`src/rtl/tristate_halfduplex_port_if.sv`:
```
// Host request/response handshake plus the three pad-side signals of the shared line.
interface tristate_halfduplex_port_if;
  logic [7:0] tx_data;
  logic       tx_valid;
  logic       tx_ready;
  logic [7:0] rx_data;
  logic       rx_valid;
  logic       rx_err;
  logic       busy;
  logic       line_out;
  logic       line_oe;
  logic       line_in;

  modport master (
    output tx_data, tx_valid, line_in,
    input  tx_ready, rx_data, rx_valid, rx_err, busy, line_out, line_oe
  );

  modport slave (
    input  tx_data, tx_valid, line_in,
    output tx_ready, rx_data, rx_valid, rx_err, busy, line_out, line_oe
  );
endinterface

```
`src/rtl/tristate_halfduplex_port.sv`:
```
// Half-duplex single-wire endpoint: drive one command frame, turn the line around,
// then receive one response frame from the remote device.
module tristate_halfduplex_port #(
  parameter int CLKS_PER_BIT   = 16,
  parameter int TURN_CYCLES    = 8,
  parameter int TIMEOUT_CYCLES = 1024
) (
  input logic                        clk,
  input logic                        rst,
  tristate_halfduplex_port_if.slave  bus
);

  localparam int CNT_MAX = (CLKS_PER_BIT > TURN_CYCLES) ? CLKS_PER_BIT : TURN_CYCLES;
  localparam int CW      = $clog2(CNT_MAX);
  localparam int TW      = $clog2(TIMEOUT_CYCLES);

  localparam logic [3:0] IDLE     = 4'd0;
  localparam logic [3:0] TX_START = 4'd1;
  localparam logic [3:0] TX_DATA  = 4'd2;
  localparam logic [3:0] TX_STOP  = 4'd3;
  localparam logic [3:0] TURN     = 4'd4;
  localparam logic [3:0] RX_WAIT  = 4'd5;
  localparam logic [3:0] RX_START = 4'd6;
  localparam logic [3:0] RX_DATA  = 4'd7;
  localparam logic [3:0] RX_STOP  = 4'd8;

  logic [3:0]    state;
  logic [CW-1:0] cnt;
  logic [2:0]    bit_idx;
  logic [TW-1:0] tmo;
  logic [7:0]    tx_shift;
  logic [7:0]    rx_shift;
  logic          sync_p0;
  logic          sync_p1;
  logic          accept;
  logic          bit_end;

  assign accept  = (state == IDLE) && bus.tx_valid;
  assign bit_end = (cnt == CW'(CLKS_PER_BIT - 1));

  // Stage p0/p1: pad value is asynchronous, so it is only used after two flops.
  always_ff @(posedge clk) begin
    sync_p0 <= bus.line_in;
    sync_p1 <= sync_p0;
  end

  always_ff @(posedge clk) begin
    if (accept)
      tx_shift <= bus.tx_data;
    else if (state == TX_DATA && bit_end)
      tx_shift <= tx_shift >> 1;
    if (state == RX_DATA && bit_end)
      rx_shift <= {sync_p1, rx_shift[7:1]};
  end

  always_ff @(posedge clk) begin
    if (rst) begin
      state        <= IDLE;
      cnt          <= '0;
      bit_idx      <= '0;
      tmo          <= '0;
      bus.line_oe  <= 1'b0;
      bus.line_out <= 1'b1;
      bus.tx_ready <= 1'b1;
      bus.busy     <= 1'b0;
      bus.rx_valid <= 1'b0;
      bus.rx_err   <= 1'b0;
      bus.rx_data  <= 8'h00;
    end else begin
      bus.rx_valid <= 1'b0;
      bus.rx_err   <= 1'b0;
      case (state)
        IDLE: if (accept) begin
          state        <= TX_START;
          cnt          <= '0;
          bus.line_oe  <= 1'b1;
          bus.line_out <= 1'b0;
          bus.tx_ready <= 1'b0;
          bus.busy     <= 1'b1;
        end
        TX_START: if (bit_end) begin
          state        <= TX_DATA;
          cnt          <= '0;
          bit_idx      <= '0;
          bus.line_out <= tx_shift[0];
        end else cnt <= cnt + 1'b1;
        TX_DATA: if (bit_end) begin
          cnt     <= '0;
          bit_idx <= bit_idx + 1'b1;
          if (bit_idx == 3'd7) begin
            state        <= TX_STOP;
            bus.line_out <= 1'b1;
          end else bus.line_out <= tx_shift[1];
        end else cnt <= cnt + 1'b1;
        TX_STOP: if (bit_end) begin
          state        <= TURN;
          cnt          <= '0;
          bus.line_oe  <= 1'b0;
          bus.line_out <= 1'b1;
        end else cnt <= cnt + 1'b1;
        TURN: if (cnt == CW'(TURN_CYCLES - 1)) begin
          state <= RX_WAIT;
          cnt   <= '0;
          tmo   <= '0;
        end else cnt <= cnt + 1'b1;
        // tmo is deliberately left running across glitch retries from RX_START.
        RX_WAIT: if (!sync_p1) begin
          state <= RX_START;
          cnt   <= '0;
        end else if (tmo == TW'(TIMEOUT_CYCLES - 1)) begin
          state        <= IDLE;
          bus.rx_err   <= 1'b1;
          bus.tx_ready <= 1'b1;
          bus.busy     <= 1'b0;
        end else tmo <= tmo + 1'b1;
        RX_START: if (cnt == CW'(CLKS_PER_BIT / 2 - 1)) begin
          cnt     <= '0;
          bit_idx <= '0;
          state   <= sync_p1 ? RX_WAIT : RX_DATA;
        end else cnt <= cnt + 1'b1;
        RX_DATA: if (bit_end) begin
          cnt     <= '0;
          bit_idx <= bit_idx + 1'b1;
          if (bit_idx == 3'd7) state <= RX_STOP;
        end else cnt <= cnt + 1'b1;
        RX_STOP: if (bit_end) begin
          if (sync_p1) begin
            bus.rx_data  <= rx_shift;
            bus.rx_valid <= 1'b1;
          end else bus.rx_err <= 1'b1;
          state        <= IDLE;
          cnt          <= '0;
          bus.tx_ready <= 1'b1;
          bus.busy     <= 1'b0;
        end else cnt <= cnt + 1'b1;
        default: begin
          state        <= IDLE;
          cnt          <= '0;
          bus.line_oe  <= 1'b0;
          bus.line_out <= 1'b1;
          bus.tx_ready <= 1'b1;
          bus.busy     <= 1'b0;
        end
      endcase
    end
  end

endmodule

```
`src/flat_wrapper.sv`:
```
// flat-port wrapper written by rule: the top's interface ports become plain ports
module tristate_halfduplex_port_flat 
#(
  parameter int CLKS_PER_BIT   = 16,
  parameter int TURN_CYCLES    = 8,
  parameter int TIMEOUT_CYCLES = 1024
)
  (clk, rst, bus_tx_data, bus_tx_valid, bus_line_in, bus_tx_ready, bus_rx_data, bus_rx_valid, bus_rx_err, bus_busy, bus_line_out, bus_line_oe);
  tristate_halfduplex_port_if bus_i ();
  input logic clk;
  input logic rst;
  input wire logic [$bits(bus_i.tx_data)-1:0] bus_tx_data;
  input wire logic [$bits(bus_i.tx_valid)-1:0] bus_tx_valid;
  input wire logic [$bits(bus_i.line_in)-1:0] bus_line_in;
  output wire logic [$bits(bus_i.tx_ready)-1:0] bus_tx_ready;
  output wire logic [$bits(bus_i.rx_data)-1:0] bus_rx_data;
  output wire logic [$bits(bus_i.rx_valid)-1:0] bus_rx_valid;
  output wire logic [$bits(bus_i.rx_err)-1:0] bus_rx_err;
  output wire logic [$bits(bus_i.busy)-1:0] bus_busy;
  output wire logic [$bits(bus_i.line_out)-1:0] bus_line_out;
  output wire logic [$bits(bus_i.line_oe)-1:0] bus_line_oe;
  assign bus_i.tx_data = bus_tx_data;
  assign bus_i.tx_valid = bus_tx_valid;
  assign bus_i.line_in = bus_line_in;
  assign bus_tx_ready = bus_i.tx_ready;
  assign bus_rx_data = bus_i.rx_data;
  assign bus_rx_valid = bus_i.rx_valid;
  assign bus_rx_err = bus_i.rx_err;
  assign bus_busy = bus_i.busy;
  assign bus_line_out = bus_i.line_out;
  assign bus_line_oe = bus_i.line_oe;
  tristate_halfduplex_port #(.CLKS_PER_BIT(CLKS_PER_BIT), .TURN_CYCLES(TURN_CYCLES), .TIMEOUT_CYCLES(TIMEOUT_CYCLES)) u_core (.clk(clk), .rst(rst), .bus(bus_i));
endmodule
```
`config.mk`:
```
export PLATFORM = sky130hd
export DESIGN_NAME = tristate_halfduplex_port_flat
export DESIGN_NICKNAME = d
export VERILOG_FILES = /design/src/rtl/tristate_halfduplex_port_if.sv /design/src/rtl/tristate_halfduplex_port.sv /design/src/flat_wrapper.sv
export SDC_FILE = /design/constraint.sdc
export NUM_CORES = 1
export LEC_CHECK = 0
export CORE_ASPECT_RATIO = 1.25
export CORE_UTILIZATION = 57
export DETAILED_ROUTE_END_ITERATION = 8
export GPL_TIMING_DRIVEN = 0
export PLACE_DENSITY = 0.8
export SLEW_MARGIN = 20
export SYNTH_ARGS = -nofsm -noshare
export SYNTH_HDL_FRONTEND = slang
export SYNTH_SLANG_ARGS = --single-unit
```
`constraint.sdc`:
```
create_clock -name clk -period 3.57 [get_ports clk]
set_input_delay 0.714 -clock clk [delete_from_list [all_inputs] [get_ports clk]]
set_output_delay 0.714 -clock clk [all_outputs]
set_load 0.03 [all_outputs]
```
Yosys cells after proc, flatten, opt, wreduce, memory -nomap -nowiden --
Index checks and enable logic that the tools add are counted.
Cells by class: add/subtract/negate cells 3, equality and inequality tests 28, mux-type cells 50, bitwise logic cells 5, reduce and logical (&&, ||, !) cells 22
Operators with widths (number):
- $mux 4 | 16
- $pmux 4 s9 | 1
- $mux 10 | 3
- $ne 2x1->1 const B | 11
- $eq 4x3->1 const B | 5
- $pmux 10 s2 | 1
- $mux 1 | 16
- $mux 8 | 2
- $pmux 4 s4 | 1
- $reduce_and 11->1 | 1
- $add 10x1->10 const B | 1
- $eq 10x10->1 const B | 1
- $reduce_and 5->1 | 2
- $reduce_or 5->1 | 2
- $mux 3 | 3
- $pmux 3 s3 | 1
- $eq 4x2->1 const B | 2
- $eq 4x4->1 const B | 2
- $ne 2x2->1 const B | 4
- $pmux 1 s4 | 2
- $reduce_and 4->1 | 2
- $reduce_or 7->1 | 1
- $reduce_and 3->1 | 2
- $reduce_or 6->1 | 1
- 17 further kinds | 25
Storage, ports and cells: bits in registers 53, input port bits 12, output and inout port bits 14

Depth between registers and ports, before layout --
Gate-level depths: netlist of the first run.
word-level depth 4, mapped depth 8

Worst setup path before layout of the first run --
Ideal clock, no wire load.
kind flip-flop to flip-flop, start point reg u_core.cnt[0], end point reg u_core.tx_shift[0], enable pin, setup time 0.419 ns, data arrival time 2.252 ns, setup slack 0.899 ns, cell stages (with the launch flop) 4, period minus slack after synthesis 2.671 ns, cell sequence dfxtp_1 > ha_1 > nand4_1 > a2111oi_0
On the way: longest elaborated chain between the ends 3
Ends and longest elaborated chain:
- from (decl) | RTL line tristate_halfduplex_port.sv:28 | logic [CW-1:0] cnt;
- from (signal assigned) | RTL line tristate_halfduplex_port.sv:86 | end else cnt <= cnt + 1'b1;
- from (signal assigned) | RTL line tristate_halfduplex_port.sv:94 | end else cnt <= cnt + 1'b1;
- from (signal assigned) | RTL line tristate_halfduplex_port.sv:100 | end else cnt <= cnt + 1'b1;
- $eq 4x4->1 | RTL line tristate_halfduplex_port.sv:39 | assign bit_end = (cnt == CW'(CLKS_PER_BIT - 1));
- $logic_and 1x1->1 | RTL line tristate_halfduplex_port.sv:50 | else if (state == TX_DATA && bit_end)
- $reduce_bool 2->1 (no line)
- to (signal assigned) | RTL line tristate_halfduplex_port.sv:49 | tx_shift <= bus.tx_data;
- to (signal assigned) | RTL line tristate_halfduplex_port.sv:51 | tx_shift <= tx_shift >> 1;
- to (decl) | RTL line tristate_halfduplex_port.sv:31 | logic [7:0] tx_shift;
Every way passes these cells. A chain may end at the register's enable or synchronous reset.

Worst setup path after layout of the first run --
start point in bus_tx_valid, end point reg u_core.tx_shift[0], enable pin
On the way: longest elaborated chain between the ends 2
Ends and longest elaborated chain:
- from (decl) | RTL line flat_wrapper.sv:13 | input wire logic [$bits(bus_i.tx_valid)-1:0] bus_tx_valid;
- $logic_and 1x1->1 | RTL line tristate_halfduplex_port.sv:38 | assign accept = (state == IDLE) && bus.tx_valid;
- $reduce_bool 2->1 (no line)
Every way passes these cells.

==> results of run 1 <==
[registers in the layout, indices dropped and copies added (netlist names)]
signal,cells
u_core.rx_shift,8
u_core.bus.rx_err,1
u_core.bus.busy,1
u_core.sync_p1,1
u_core.bus.rx_data,8
u_core.bus.line_oe,1
u_core.cnt,4
u_core.tx_shift,8
u_core.tmo,10
u_core.bus.rx_valid,1
u_core.bit_idx,3
u_core.bus.line_out,1
u_core.bus.tx_ready,1
u_core.state,4
u_core.sync_p0,1
[synth_stat cells (all sizes together), types with 6 or more instances]
master,number,share of area (%)
nand4,6,2.0
nand3,12,2.4
o21ai,9,1.7
inv,7,0.99
nor2b,6,1.7
a211oi,7,2.2
nand2,16,2.3
dfxtp,37,28
nor2,30,4.3
edfxtp,16,18
xnor2,8,2.6
mux2i,11,4.1
buf,14,2.9
a21oi,9,1.8
nor3,10,2.1
mux2,7,3.0
[power groups by stage]
stage / logic [W] / registers, W / clock network [W]
2_1_floorplan: 0.000402 / 0.000760 / 0
3_3_place_gp: 0.000556 / 0.000743 / 0
3_5_place_dp: 0.000568 / 0.000743 / 0
4_1_cts: 0.000574 / 0.000729 / 0.000344
5_1_grt: 0.000627 / 0.000735 / 0.000369
6_report: 0.000580 / 0.000728 / 0.000338
[through the flow]
| stage | setup slack [ns] | hold WS, ns | power (W) |
|---|---|---|---|
| CTS | 1.23 | 0.338 | 0.00165 |
| floorplan | 0.899 | 0.310 | 0.00116 |
| global placement | -0.253 | 0.312 | 0.00130 |
| global route | 1.19 | 0.348 | 0.00173 |
| detailed placement | 0.973 | 0.314 | 0.00131 |
| finish | 1.29 | 0.336 | 0.00165 |
[worst max path at each step]
stage	startpoint	end	slack, ns	depth (start not counted)
floorplan	u_core.cnt[0]	u_core.tx_shift[0]	0.90	3
global placement	bus_tx_valid	u_core.tx_shift[3]	-0.25	3
detailed placement	bus_tx_valid	u_core.tx_shift[4]	0.97	4
CTS	u_core.cnt[0]	u_core.rx_shift[0]	1.23	3
global route	bus_tx_valid	u_core.cnt[3]	1.19	6
finish	bus_tx_valid	u_core.tx_shift[0]	1.29	4
[cell type report]
cell class	instances	area share, %
Buffer	16	2.71
Multi-Input combinational cell	185	43.4
Clock buffer	6	2.35
Clock inverter	2	0.445
Timing Repair Buffer	26	8.26
Inverter	8	0.972
Tap cell	58	2.35
Sequential cell	53	39.5
[cell families (layout without fill, tap and decap cells)]
group                      Yosys count  after routing  synth area share [%]
and+or+nand+nor                     98             98                  20.1
DFF                                 53             53                  45.8
AOI/OAI and AO/OA                   56             56                  17.8
xor gates and xnor gates             9              9                  2.96
buffers and inverters               24             58                  4.27
adders and majority gates            4              4                  1.88
muxes                               18             18                  7.09
[metal layers]
metal / vias up / GRT usage (%) / part of all wire [%]
li1: 1031 / - / -
met1: 1021 / 28.2 / 42
met5: - / 0 / 0
met4: 0 / 11.4 / 2.0
met2: 74 / 43.2 / 51
met3: 12 / 4.94 / 5.8
[worst max-delay path, cell delays in order]
cell and delay (ns):
clkdlybuf4s50_1 0.56, nand2b_1 0.11, a2111oi_2 0.64, buf_2 0.28
==> out/metrics.yaml, run 1 <==
status: "complete, no violations"
drt-total-wl_mm: 5.66
start_kind: "input port"
tns_ns: 0
die_w_um: 63.2
leakage_nw: 1.12
rsz0062_at_grt: "false"
internal_power_w: 0.00108
place_inst: 346
multiInputGateArea_um2: 1340
cp-end-kind: "flop"
place_congestion: 0.900
synthCells: 262
cts_max_path_buffers: 2
r2r_setup_slack_ns: 1.32
dieHeight_um: 78.5
numCtsBuffers: 5
syn_area_um2: 2670
period_needed_ns: 2.28
io_buffers: 25
synth_nets: 278
die_area_um2: 4950
worstHoldPathType: "reg2reg"
worstHoldPathCells: 0
synthArstFlopShare_pct: 0
utilization_pct: 69.3
seq_area_um2: 1220
tightest_slew_ns: 0.623
rr_worst_depth: 4
antenna_found_initial: 0
syn-mean-instance-area_um2: 10.2
grt_max_degree: 18
finalInstanceArea_um2: 3090
dr.first_iter.drc_count: 134
cts_sinks: 53
p_per_area_nw_per_um2: 533
fmax_mhz: 438
overflow: 0
skew_ns: 0.00683
io-pin-count: 26
ant_nets: 0
drv_slew: 0
critPathKind: "in2reg"
yosysWarningCount: 0
switching_share_pct: 34.2
cts_resized: 0
firstDrtPassIters: 4
post_cts.repair.setup_buffers: 0
area_growth_pct: 16.0
max_slew_margin_pct: 58.3
nets: 311
grt_pass1_wl_mm: 9.47
final_cell_mix: "dfxtp_1 (37), nor2_1 (29), clkdlybuf4s50_1 (25)"
drive_gt1_share_pct: 15.9
switchingPower_w: 0.000562
htree_levels: 2
power_frac_seq_pct: 44.2
hp-start: "u_core.sync_p0"
ys_ff_latch: 53
synth_edf_count: 16
rows: 27
power_frac_comb_pct: 35.3
path_max_fanout: 5
clkPwrFrac_pct: 20.5
dpl_cell_area_um2: 3000
clk-insertion-delay-late_ns: 0.31
fillers: 366
hold_viol: 0
via_per_inst: 6.04
finalSetupViolations: 0
layout_commonest_cell: "dfxtp_1"
ys_seq_area_share_pct: 45.8
ys.flop_type: "dfxtp_1"
clkSlewWorstSetupHoldPaths_ns: 0.10
ys_types: 66
diodes: 0
finalCritPeriodShare_pct: 63.9
wl_per_cell_um: 16.0
r2r-start: "u_core.cnt[0]"
dr_total_vias: 2138
clock-root-buffer: "clkbuf_8"
regToRegEndpoint: "u_core.tx_shift[0]"
core_um2: 4460
ir_drop_mv: 0.340
hpwlAfterDp_mm: 4.02
crit_required_ns: 3.60
drc: 0
cap_viol_max_count: 0
cts_tree: "done"
start_util_pct: 59.8
grt_use_total_pct: 24.6
grt_pass1_vias: 2100
arrival_ns: 2.31
holdPathEnd: "u_core.sync_p1"
holdBufCountCts: 0
fin_cells: 354
(Power assumes the default switching activity.)
==> run 2, diff against run 1 <==
Settings changed: CORE_UTILIZATION 57 to 51, PLACE_DENSITY 0.8 to 0.75.
Clock period 3.57 ns to 2 ns, I/O delays scaled along.
==> run 2 against run 1 <==
Clock-buffer cell count shrank 1. Global-route usage down 3.3 points. Cell count increased by 1.4%. Routed wire length decreased by 5.2%. Setup slack worse by 1.3 ns. Largest cell class unchanged. Highest routed layer unchanged.
==> out/metrics.yaml, run 2 (synthesis gave the netlist of run 1 again) <==
max_slew_margin_pct: 57.1
finalCritPeriodShare_pct: 99.0
grt_pass1_wl_mm: 9.01
layout_commonest_cell: "dfxtp_1"
status: "complete, no violations"
drt-total-wl_mm: 5.37
place_congestion: 0.930
crit_required_ns: 2.21
drive_gt1_share_pct: 18.5
drc: 0
leakage_nw: 1.15
r2r-start: "u_core.cnt[0]"
final_cell_mix: "dfxtp_1 (36), nor2_1 (29), clkdlybuf4s50_1 (25)"
fillers: 406
path_max_fanout: 8
regMostFlops: "u_core.tmo"
cts_sinks: 53
diodes: 0
dieHeight_um: 82.8
dr.first_iter.drc_count: 88
overflow: 0
antenna_found_initial: 0
start_kind: "flop"
grt_use_total_pct: 21.2
period_needed_ns: 1.98
io_buffers: 25
worstHoldPathType: "reg2reg"
fin_cells: 359
power.total_w: 0.00300
cts_tree: "done"
wl_per_cell_um: 14.9
nets: 312
cp-end-kind: "flop"
area_growth_pct: 18.6
grt_max_degree: 19
rsz0062_at_grt: "true"
firstDrtPassIters: 5
clkSlewWorstSetupHoldPaths_ns: 0.10
cap_viol_max_count: 0
start_util_pct: 52.8
path_delay_family: "simple AND/OR/NAND/NOR gates"
htree_levels: 2
critPathSlowestCell: "dfxtp_1"
ir_drop_mv: 0.726
place_inst: 349
core_um2: 5040
grt_pass1_vias: 1929
numCtsBuffers: 5
hold_viol: 0
path_buf_inv: 0
max_stage_delay_ns: 0.40
clk-insertion-delay-late_ns: 0.31
startpoint: "u_core.cnt[0]"
tns_ns: 0
ant_nets: 0
critPathKind: "reg2reg"
clock-root-buffer: "clkbuf_8"
dr_total_vias: 2090
via_per_inst: 5.82
finalSetupViolations: 0
io-pin-count: 26
hpwlAfterDp_mm: 3.83
fmax_mhz: 505
crit_path_cell_trace: "ha_2 -> nand3_2 -> nand3_1 -> o221ai_2 -> or2_4 -> o41ai_2"
arrival_ns: 2.19
hp-start: "u_core.sync_p0"
p_per_area_nw_per_um2: 950
tightest_slew_ns: 0.643
rows: 29
die_area_um2: 5520
die_w_um: 66.7
cts_max_path_buffers: 2
largest_reg_flops: 10
skew_ns: 0.00430
drv_slew: 0
-- run 2: cell types whose count changed in the layout (fill, tap and decap cells not counted), moves of 2 or more --
cell | before | now
ha_2 | 0 | 2
buf_4 | 4 | 8
clkbuf_1 | 3 | 0
buf_2 | 8 | 6
ha_1 | 4 | 2
-- run 2: layout make-up --
type                       count  area, um^2  area share, %
buffer                        14        78.8           2.49
clock buffer                   5        68.8           2.18
clock inverter                 3        25.0          0.792
inverter                       8        30.0          0.950
multi-input combinational    185        1380           43.6
sequential                    53        1220           38.7
tap                           62        77.6           2.45
timing repair buffer          29         280           8.87
-- run 2: path summary, 6_finish.rpt --
kind	to	depth (start not counted)	slack [ns]
setup / recovery	u_core.state[1]	6	0.02
hold / removal	u_core.sync_p1	0	0.34
setup reg to reg	u_core.state[1]	6	0.02
hold reg to reg	u_core.sync_p1	0	0.34
-- run 2: per-stage QoR --
stage                     utilization [%]  hold slack, ns  worst slack (ns)  cell area, um^2
after CTS                            62.0           0.345            0.0100             3130
after detailed placement             59.5           0.319            -0.430             3000
after floorplan                         -           0.310            0.0844             2670
final                                62.7           0.337            0.0194             3160
after global routing                 62.7           0.349           -0.0627             3160
after global placement               59.5           0.314            -0.391             3000
-- run 2: layer usage --
layer / track usage (%) / share of wire [%] / vias up / wire length (um)
met5: 0 / 0 / - / 0
met4: 9.09 / 1.7 / 0 / 91
met3: 3.85 / 4.1 / 8 / 221
met2: 32.5 / 49 / 55 / 2610
met1: 28.9 / 46 / 995 / 2450
li1: - / - / 1032 / -
-- run 2: report_power, final --
part | internal (W) | switching, W | leakage (nW) | total (W)
logic | 0.000467 | 0.000601 | 0.650 | 0.00107
registers | 0.00125 | 0.0000567 | 0.450 | 0.00130
clock network | 0.000256 | 0.000372 | 0.0466 | 0.000628
total | 0.00197 | 0.00103 | 1.15 | 0.00300
-- run 2: worst register-to-register path: cells and delay by family (launching register included) --
family | cells | cell delay, ns
compound gates | 2 | 0.46
fa+ha+maj | 1 | 0.29
simple gates | 3 | 0.73
flops | 1 | 0.40
-- run 2: repair_timing --
action | CTS | global route
gates resized for setup | 4 | 5
setup endpoints to repair | 17 | 24
pin swaps | 1 | 2
setup buffers | 1 | 3
hold buffers | 0 | 0
==> run 3, diff against run 2 <==
Settings changed: CTS_CLUSTER_SIZE from default to 14.
==> results of run 3 <==
The final DEF is identical to that of run 2; final timing and power are the same.
